==> config.mk <==
export PLATFORM = sky130hd
export DESIGN_NAME = cpu_ctrl_flat
export DESIGN_NICKNAME = d
export VERILOG_FILES = /design/src/rtl/cpu_ctrl_pkg.sv /design/src/rtl/cpu_ctrl_if.sv /design/src/rtl/cpu_ctrl_instr_dec.sv /design/src/rtl/cpu_ctrl.sv /design/src/flat_wrapper.sv
export SDC_FILE = /design/constraint.sdc
export NUM_CORES = 1
export LEC_CHECK = 0
export ABC_AREA = 1
export CORE_MARGIN = 3
export CORE_UTILIZATION = 57
export DETAILED_ROUTE_END_ITERATION = 10
export DONT_BUFFER_PORTS = 1
export GPL_TIMING_DRIVEN = 0
export PLACE_DENSITY_LB_ADDON = 0.15
export SETUP_SLACK_MARGIN = 0.4
export SKIP_LAST_GASP = 1
export SYNTH_ARGS = -nofsm -noshare
export SYNTH_HDL_FRONTEND = slang
export SYNTH_HIERARCHICAL = 1
export SYNTH_SLANG_ARGS = --single-unit
==> constraint.sdc <==
create_clock -name clk -period 2.85 [get_ports clk]
set_input_delay 0.4275 -clock clk [delete_from_list [all_inputs] [get_ports clk]]
set_output_delay 0.4275 -clock clk [all_outputs]
set_load 0.1 [all_outputs]
==> src/rtl/cpu_ctrl_pkg.sv <==
`default_nettype none
// ============================================================================
// Module   : cpu_ctrl_pkg
// Purpose  : Shared encodings for the cpu_ctrl instruction decoder and FSM.
// Revision : 1.0 - initial release
// ============================================================================
package cpu_ctrl_pkg;

    localparam logic [2:0] S_WAIT   = 3'd0;
    localparam logic [2:0] S_DECODE = 3'd1;
    localparam logic [2:0] S_GET_A  = 3'd2;
    localparam logic [2:0] S_GET_B  = 3'd3;
    localparam logic [2:0] S_EXEC   = 3'd4;
    localparam logic [2:0] S_WR_REG = 3'd5;
    localparam logic [2:0] S_WR_IMM = 3'd6;

    localparam logic [2:0] OPC_MOV    = 3'b110;
    localparam logic [2:0] OPC_ALU    = 3'b101;
    localparam logic [1:0] OP_MOV_IMM = 2'b10;
    localparam logic [1:0] OP_MOV_REG = 2'b00;
    localparam logic [1:0] OP_ADD     = 2'b00;
    localparam logic [1:0] OP_CMP     = 2'b01;
    localparam logic [1:0] OP_AND     = 2'b10;
    localparam logic [1:0] OP_MVN     = 2'b11;

    localparam logic [1:0] VSEL_C     = 2'b00;
    localparam logic [1:0] VSEL_PC    = 2'b01;
    localparam logic [1:0] VSEL_IMM8  = 2'b10;
    localparam logic [1:0] VSEL_MDATA = 2'b11;

    localparam logic [1:0] NSEL_RN = 2'd0;
    localparam logic [1:0] NSEL_RD = 2'd1;
    localparam logic [1:0] NSEL_RM = 2'd2;

    typedef enum logic [1:0] {
        IC_UNDEF,
        IC_MOV_IMM,
        IC_MOV_REG,
        IC_ALU
    } instr_class_t;

    function automatic instr_class_t classify(input logic [2:0] opcode, input logic [1:0] op);
        instr_class_t c;
        c = IC_UNDEF;
        if (opcode == OPC_MOV && op == OP_MOV_IMM)
            c = IC_MOV_IMM;
        else if (opcode == OPC_MOV && op == OP_MOV_REG)
            c = IC_MOV_REG;
        else if (opcode == OPC_ALU)
            c = IC_ALU;
        return c;
    endfunction

endpackage
`default_nettype wire

==> src/rtl/cpu_ctrl_if.sv <==
`default_nettype none
// ============================================================================
// Module   : cpu_ctrl_if
// Purpose  : Instruction input handshake and datapath control bundle.
// Revision : 1.0 - initial release
// ============================================================================
interface cpu_ctrl_if;
    logic        s;
    logic        load;
    logic [15:0] in;
    logic        w;
    logic [2:0]  readnum;
    logic [2:0]  writenum;
    logic [1:0]  vsel;
    logic        loada;
    logic        loadb;
    logic        loadc;
    logic        loads;
    logic        write;
    logic        asel;
    logic        bsel;
    logic [1:0]  shift;
    logic [1:0]  ALUop;
    logic [15:0] sximm8;
    logic [15:0] sximm5;

    modport master (
        output s, load, in,
        input  w, readnum, writenum, vsel, loada, loadb, loadc, loads, write,
               asel, bsel, shift, ALUop, sximm8, sximm5
    );

    modport slave (
        input  s, load, in,
        output w, readnum, writenum, vsel, loada, loadb, loadc, loads, write,
               asel, bsel, shift, ALUop, sximm8, sximm5
    );
endinterface
`default_nettype wire

==> src/rtl/cpu_ctrl_instr_dec.sv <==
`default_nettype none
// ============================================================================
// Module   : cpu_ctrl_instr_dec
// Purpose  : Combinational IR field extraction, register-index mux, immediates.
// Revision : 1.0 - initial release
// ============================================================================
module cpu_ctrl_instr_dec
    import cpu_ctrl_pkg::*;
(
    input  wire logic [15:0] i_ir,
    input  wire logic [1:0]  i_nsel,
    output logic      [2:0]  o_readnum,
    output logic      [2:0]  o_writenum,
    output logic      [1:0]  o_shift,
    output logic      [1:0]  o_alu_field,
    output logic      [15:0] o_sximm8,
    output logic      [15:0] o_sximm5,
    output logic      [2:0]  o_opcode,
    output logic      [1:0]  o_op
);

    logic [2:0] w_regnum;

    always_comb begin
        w_regnum = i_ir[10:8];
        case (i_nsel)
            NSEL_RD: w_regnum = i_ir[7:5];
            NSEL_RM: w_regnum = i_ir[2:0];
            default: w_regnum = i_ir[10:8];
        endcase
    end

    assign o_readnum   = w_regnum;
    assign o_writenum  = w_regnum;
    assign o_shift     = i_ir[4:3];
    assign o_alu_field = i_ir[12:11];
    assign o_opcode    = i_ir[15:13];
    assign o_op        = i_ir[12:11];
    assign o_sximm8    = {{8{i_ir[7]}}, i_ir[7:0]};
    assign o_sximm5    = {{11{i_ir[4]}}, i_ir[4:0]};

endmodule
`default_nettype wire

==> src/rtl/cpu_ctrl.sv <==
`default_nettype none
// ============================================================================
// Module   : cpu_ctrl
// Purpose  : Instruction register and multi-cycle control FSM for the datapath.
// Revision : 1.0 - initial release
// ============================================================================
module cpu_ctrl
    import cpu_ctrl_pkg::*;
(
    input wire logic   clk,
    input wire logic   reset,
    cpu_ctrl_if.slave  bus
);

    logic [15:0]  r_ir;
    logic [2:0]   r_state;
    logic [2:0]   w_next;
    logic [1:0]   w_nsel;
    logic [2:0]   w_opcode;
    logic [1:0]   w_op;
    logic [1:0]   w_alu_field;
    logic         w_is_cmp;
    instr_class_t w_class;

    cpu_ctrl_instr_dec u_dec (
        .i_ir        (r_ir),
        .i_nsel      (w_nsel),
        .o_readnum   (bus.readnum),
        .o_writenum  (bus.writenum),
        .o_shift     (bus.shift),
        .o_alu_field (w_alu_field),
        .o_sximm8    (bus.sximm8),
        .o_sximm5    (bus.sximm5),
        .o_opcode    (w_opcode),
        .o_op        (w_op)
    );

    assign w_class  = classify(w_opcode, w_op);
    assign w_is_cmp = (w_class == IC_ALU) && (w_op == OP_CMP);

    // IR only accepts a new word while idle, so a busy-time load cannot corrupt the running instruction
    always_ff @(posedge clk or posedge reset) begin
        if (reset) begin
            r_state <= S_WAIT;
            r_ir    <= 16'h0000;
        end else begin
            if (r_state == S_WAIT && bus.load)
                r_ir <= bus.in;
            r_state <= w_next;
        end
    end

    always_comb begin
        w_next    = r_state;
        w_nsel    = NSEL_RN;
        bus.w     = 1'b0;
        bus.vsel  = VSEL_C;
        bus.loada = 1'b0;
        bus.loadb = 1'b0;
        bus.loadc = 1'b0;
        bus.loads = 1'b0;
        bus.write = 1'b0;
        bus.asel  = 1'b0;
        bus.bsel  = 1'b0;
        bus.ALUop = 2'b00;
        case (r_state)
            S_WAIT: begin
                bus.w = 1'b1;
                if (bus.s)
                    w_next = S_DECODE;
            end
            S_DECODE: begin
                case (w_class)
                    IC_MOV_IMM: w_next = S_WR_IMM;
                    IC_MOV_REG: w_next = S_GET_B;
                    IC_ALU: begin
                        case (w_op)
                            OP_ADD, OP_CMP, OP_AND: w_next = S_GET_A;
                            default:                w_next = S_GET_B;
                        endcase
                    end
                    default:    w_next = S_WAIT;
                endcase
            end
            S_GET_A: begin
                bus.loada = 1'b1;
                w_next    = S_GET_B;
            end
            S_GET_B: begin
                w_nsel    = NSEL_RM;
                bus.loadb = 1'b1;
                w_next    = S_EXEC;
            end
            S_EXEC: begin
                // MOV reg passes B through the adder with A forced to zero
                if (w_class == IC_MOV_REG) begin
                    bus.asel  = 1'b1;
                    bus.ALUop = 2'b00;
                end else begin
                    bus.ALUop = w_alu_field;
                end
                bus.loadc = ~w_is_cmp;
                bus.loads = w_is_cmp;
                w_next    = w_is_cmp ? S_WAIT : S_WR_REG;
            end
            S_WR_REG: begin
                w_nsel    = NSEL_RD;
                bus.vsel  = VSEL_C;
                bus.write = 1'b1;
                w_next    = S_WAIT;
            end
            S_WR_IMM: begin
                bus.vsel  = VSEL_IMM8;
                bus.write = 1'b1;
                w_next    = S_WAIT;
            end
            default: w_next = S_WAIT;
        endcase
    end

endmodule
`default_nettype wire

==> src/flat_wrapper.sv <==
// flat-port wrapper written by rule: the top's interface ports become plain ports
module cpu_ctrl_flat import cpu_ctrl_pkg::*;
  (clk, reset, bus_s, bus_load, bus_in, bus_w, bus_readnum, bus_writenum, bus_vsel, bus_loada, bus_loadb, bus_loadc, bus_loads, bus_write, bus_asel, bus_bsel, bus_shift, bus_ALUop, bus_sximm8, bus_sximm5);
  cpu_ctrl_if bus_i ();
  input wire logic clk;
  input wire logic reset;
  input wire logic [$bits(bus_i.s)-1:0] bus_s;
  input wire logic [$bits(bus_i.load)-1:0] bus_load;
  input wire logic [$bits(bus_i.in)-1:0] bus_in;
  output wire logic [$bits(bus_i.w)-1:0] bus_w;
  output wire logic [$bits(bus_i.readnum)-1:0] bus_readnum;
  output wire logic [$bits(bus_i.writenum)-1:0] bus_writenum;
  output wire logic [$bits(bus_i.vsel)-1:0] bus_vsel;
  output wire logic [$bits(bus_i.loada)-1:0] bus_loada;
  output wire logic [$bits(bus_i.loadb)-1:0] bus_loadb;
  output wire logic [$bits(bus_i.loadc)-1:0] bus_loadc;
  output wire logic [$bits(bus_i.loads)-1:0] bus_loads;
  output wire logic [$bits(bus_i.write)-1:0] bus_write;
  output wire logic [$bits(bus_i.asel)-1:0] bus_asel;
  output wire logic [$bits(bus_i.bsel)-1:0] bus_bsel;
  output wire logic [$bits(bus_i.shift)-1:0] bus_shift;
  output wire logic [$bits(bus_i.ALUop)-1:0] bus_ALUop;
  output wire logic [$bits(bus_i.sximm8)-1:0] bus_sximm8;
  output wire logic [$bits(bus_i.sximm5)-1:0] bus_sximm5;
  assign bus_i.s = bus_s;
  assign bus_i.load = bus_load;
  assign bus_i.in = bus_in;
  assign bus_w = bus_i.w;
  assign bus_readnum = bus_i.readnum;
  assign bus_writenum = bus_i.writenum;
  assign bus_vsel = bus_i.vsel;
  assign bus_loada = bus_i.loada;
  assign bus_loadb = bus_i.loadb;
  assign bus_loadc = bus_i.loadc;
  assign bus_loads = bus_i.loads;
  assign bus_write = bus_i.write;
  assign bus_asel = bus_i.asel;
  assign bus_bsel = bus_i.bsel;
  assign bus_shift = bus_i.shift;
  assign bus_ALUop = bus_i.ALUop;
  assign bus_sximm8 = bus_i.sximm8;
  assign bus_sximm5 = bus_i.sximm5;
  cpu_ctrl u_core (.clk(clk), .reset(reset), .bus(bus_i));
endmodule
-- After elaboration in Yosys (flattened, before gate mapping)
Index checks and enable logic that the tools add are counted.
Widths: inputs -> output; s select.
- flip-flop bits (word level): 19
- input port bits: 20
- output and inout port bits: 52
- word-level logic and storage cells: 48
- eq/ne operators: 16
- mux-type cells: 21
- bitwise operators: 1
- reduce and logical (&&, ||, !) cells: 8
- operator list (operator ; count):
    $eq 3x3->1 const B ; 5
    $pmux 3 s5 ; 1
    $mux 2 ; 6
    $mux 1 ; 9
    $pmux 3 s3 ; 1
    $eq 2x2->1 const B ; 4
    $eq 2x1->1 const B ; 3
    $eq 3x2->1 const B ; 2
    $mux 3 ; 2
    $pmux 3 s2 ; 1
    $logic_and 1x1->1 ; 4
    $pmux 2 s2 ; 1
    $eq 3x1->1 const B ; 1
    $logic_not 3->1 ; 1
    $reduce_or 3->1 ; 1
    $logic_not 2->1 ; 1
    $ne 2x2->1 const B ; 1
    $reduce_or 2->1 ; 1
    $not 1->1 ; 1

-- Longest topological paths before layout
- word-level depth: 8
- gate-level depth with buffers: 10
- mapped depth without buffers: 9

-- Hierarchy
The synthesis kept the hierarchy.
- by module, submodules not included (module ; instances ; cells each ; area an instance (um^2) ; seq. area each (um^2)):
    cpu_ctrl ; 1 ; 128 ; 955.9 ; 475.5
    cpu_ctrl_instr_dec ; 1 ; 67 ; 434.2 ; 0.0

-- Worst setup path after synthesis
Ideal clock, no wire load.
- kind: register to output
- start point: register u_core.r_state[2]
- end point: output bus_writenum[0]
- arrival time: 3.637 ns
- data required time: 2.423 ns
- setup slack: -1.215 ns
- stages on the path, launching flop included: 9
- buffers on the path: 1
- path through: dfrtp_1 > inv_1 > nand2_1 > nor2_1 > ha_1 > inv_2 > nand2_1 > nand2_1 > buf_4
- cells in the longest elaborated chain, start to end: 4
- elaborated cells on any way between the ends: 6
- those cells by class: eq/ne (4); mux (2)
- ends and longest elaborated chain (element ; line ; source):
    start, declared ; cpu_ctrl.sv:16 ; logic [2:0] r_state;
    start signal, assigned ; cpu_ctrl.sv:49 ; r_state <= w_next;
    $eq 3x3->1 or $eq 3x2->1 (tied branches) ; cpu_ctrl.sv:66 ; case (r_state)
    $pmux 2 s2 (*) ; cpu_ctrl.sv:66 ;
    $eq 2x2->1 or $eq 2x1->1 (tied branches) ; cpu_ctrl_instr_dec.sv:26 ; case (i_nsel)
    $pmux 3 s2 (*) ; cpu_ctrl_instr_dec.sv:26 ;
    end, declared ; flat_wrapper.sv:12 ; output wire logic [$bits(bus_i.writenum)-1:0] bus_writenum;
Every way passes the cells marked *; elsewhere a longest branch is shown, timed or not.

-- Final worst setup path
- start point: register u_core.r_state[2]
- end point: output bus_writenum[2]
The elaborated chain is that of the path after synthesis.

==> impl_metrics.yaml <==
placed_design:
  post-place-ws_ps: -22.1
  detailed_place_hpwl_um: 2270
  placed_area_mm2: 0.00155
  place.gp.congestion: 0.839
  io_buffer_count: 0
sta:
  hold_violations: 0
  finalCritPeriodShare_pct: 96.5
  finalMaxSlewViolations: 0
  post-route-min-period_ps: 2750
  setup_violations: 0
  setup_tns_ps: 0
  max_freq_ghz: 0.364
  skew_ps: 7.02
  rsz0062_at_grt: "yes"
  worstMarginPinSlew_ps: 1050
  setup_ws_ps: 99.4
  maxSlewHeadroom_pct: 29.8
clock_tree:
  clock-root-buffer: "clkbuf_4"
  cts_buffers: 3
  cts_tree: "done"
  clockBufferDepth: 2
  clock_sinks: 19
  clk_pin_slew_ps: 120
  clk_latency_ps: 300
  cts_htree_levels: 1
  cts_hold_buf: 0
global_route:
  antenna_found_initial: 0
  grt_pass1_vias: 1115
  track_usage_pct: 20.2
  grt_max_degree: 20
  grt_overflow_total: 0
  grt_pass1_wl_um: 5040
detailed_routing:
  drt_wl_total_um: 3080
  dr.first_iter.drc_count: 53
  drcViolationCount: 0
  detail-route-antenna-nets: 0
  dr.pass1.iters: 4
  dr_total_vias: 1179
  wl_per_cell_um: 13.2
  viasPerCell: 5.04
worst_setup_path:
  reg2reg_slack_ps: 1250
  path_cells: "inv_2 -> nand2_4 -> nor2_4 -> ha_4 -> nand2_1 -> nand2_8 -> buf_12"
  crit_arrival_ps: 2320
  crit_path_end: "bus_writenum[2]"
  reg2reg_to: "u_core/r_ir[9]$_DFFE_PP0P_"
  crit_slowest_cell: "nor2_4"
  worstSetupPathType: "reg2out"
  reg2reg_depth: 7
  critical_path_required_ps: 2420
  end_kind: "output port"
  r2r-start: "u_core/r_state[0]$_DFFE_PP0P_"
  critPathMaxFanout: 4
  cp-startpoint: "u_core/r_state[2]$_DFFE_PP0P_"
  start_kind: "flip-flop"
  slowest_delay_ps: 580
synth:
  ys_warn_count: 6
  syn_area_mm2: 0.00139
  synth.avg_cell_area_um2: 7.13
  yosysSeqAreaShare_pct: 34.2
  syn_inst: 195
  synth_cell_type_count: 20
  ys_ff_latch: 19
finish:
  finalNetCount: 229
  final_area_mm2: 0.00174
  area_growth_pct: 25.4
  post-route-util_pct: 77.3
  drive_above_1_share_pct: 45.6
  diodes: 0
min_path:
  hp-class: "in2async"
die:
  die_x_um: 55.4
  ios: 72
  core_region_area_mm2: 0.00225
  start_util_pct: 61.7
  rows: 17
  die_h_um: 55.4
  die_area_mm2: 0.00307
run_status:
  status: "completed"
flow_run:
  drv_cap: 0
-- metrics by stage --
step | instances | hold slack, ps
after floorplan | 196 | 379
after global placement | 224 | 458
after detailed placement | 224 | 461
after CTS | 233 | 130
after global routing | 234 | 164
final | 234 | 118
-- metal layers --
metal / global-route usage [%] / vias to the layer above / part of all wire (%)
met1: 23.1 / 543 / 38
met3: 4.91 / 4 / 8.5
met5: 0 / - / 0
met4: 7.29 / 0 / 1.2
li1: - / 574 / -
met2: 36.1 / 58 / 53
-- layout by cell type, fill, tap and decap left out, drive strengths merged --
cell / netlist / routed
clkinvlp: 0 / 1
dfrtp: 19 / 19
conb: 1 / 2
a21oi: 1 / 1
or2: 1 / 1
nor3: 2 / 2
ha: 2 / 2
clkinv: 0 / 1
clkbuf: 0 / 3
nand3: 18 / 18
nand2: 68 / 68
buf: 50 / 56
o21ai: 2 / 2
nor2: 18 / 18
inv: 13 / 12
-- synthesized netlist by cell type --
cell type | count | area share (%)
nand2_1 | 66 | 18
buf_4 | 47 | 25
dfrtp_1 | 19 | 34
nand3_1 | 18 | 6.5
nor2_1 | 17 | 4.6
inv_1 | 11 | 3.0
buf_2 | 2 | 0.72
ha_1 | 2 | 1.8
nor3_1 | 2 | 0.72
a21oi_1 | 1 | 0.36
buf_6 | 1 | 0.81
conb_1 | 1 | 0.27
inv_2 | 1 | 0.27
inv_4 | 1 | 0.45
nand2_2 | 1 | 0.45
nand2_4 | 1 | 0.81
nor2_2 | 1 | 0.45
o21ai_0 | 1 | 0.36
o21ai_2 | 1 | 0.63
or2_2 | 1 | 0.45
-- how the worst min path moves through the flow --
stage,cells after the start,startpoint,to,slack (ps)
finish,1,reset,u_core/r_ir[3]$_DFFE_PP0P_,120
global placement,1,reset,u_core/r_ir[3]$_DFFE_PP0P_,460
global route,1,reset,u_core/r_ir[1]$_DFFE_PP0P_,160
detailed placement,2,u_core/r_ir[13]$_DFFE_PP0P_,u_core/r_ir[13]$_DFFE_PP0P_,460
CTS,1,reset,u_core/r_ir[3]$_DFFE_PP0P_,130
floorplan,1,reset,u_core/r_ir[0]$_DFFE_PP0P_,380
-- cell type report --
cell class / instances / area (um^2)
Fill cell: 151 / 512
Timing Repair Buffer: 6 / 45.0
Inverter: 13 / 57.6
Tap cell: 28 / 35.0
Clock buffer: 3 / 22.5
Multi-Input combinational cell: 114 / 691
Buffer: 50 / 412
Sequential cell: 19 / 475
Clock inverter: 1 / 5.00
-- logic make-up (layout without fill, tap and decap cells) --
family | after synthesis | count (layout) | synth area share [%]
compound gates | 3 | 3 | 1.35
fa+ha+maj | 2 | 2 | 1.80
buf+inv | 63 | 73 | 30.6
flops | 19 | 19 | 34.2
other cells | 1 | 2 | 0.270
simple gates | 107 | 107 | 31.8
-- flip-flops by register name, summed over array words and instances, names as in the netlist --
signal / cells
u_core/r_ir: 16
u_core/r_state: 3
-- timing repair --
action	in CTS	in global routing
setup endpoints to repair	9	12
setup buffers	5	1
pin swaps	9	11
resized for setup	22	6
-- critical path: cells and delay by family (launching register included) --
kind	cells	cell delay (ps)
simple gates	4	980
flops	1	410
fa+ha+maj	1	320
buf+inv	2	300
Power is left out: the tool's default activity adds up to more than one toggle a clock period on the data nets, which glitch-free logic cannot reach.
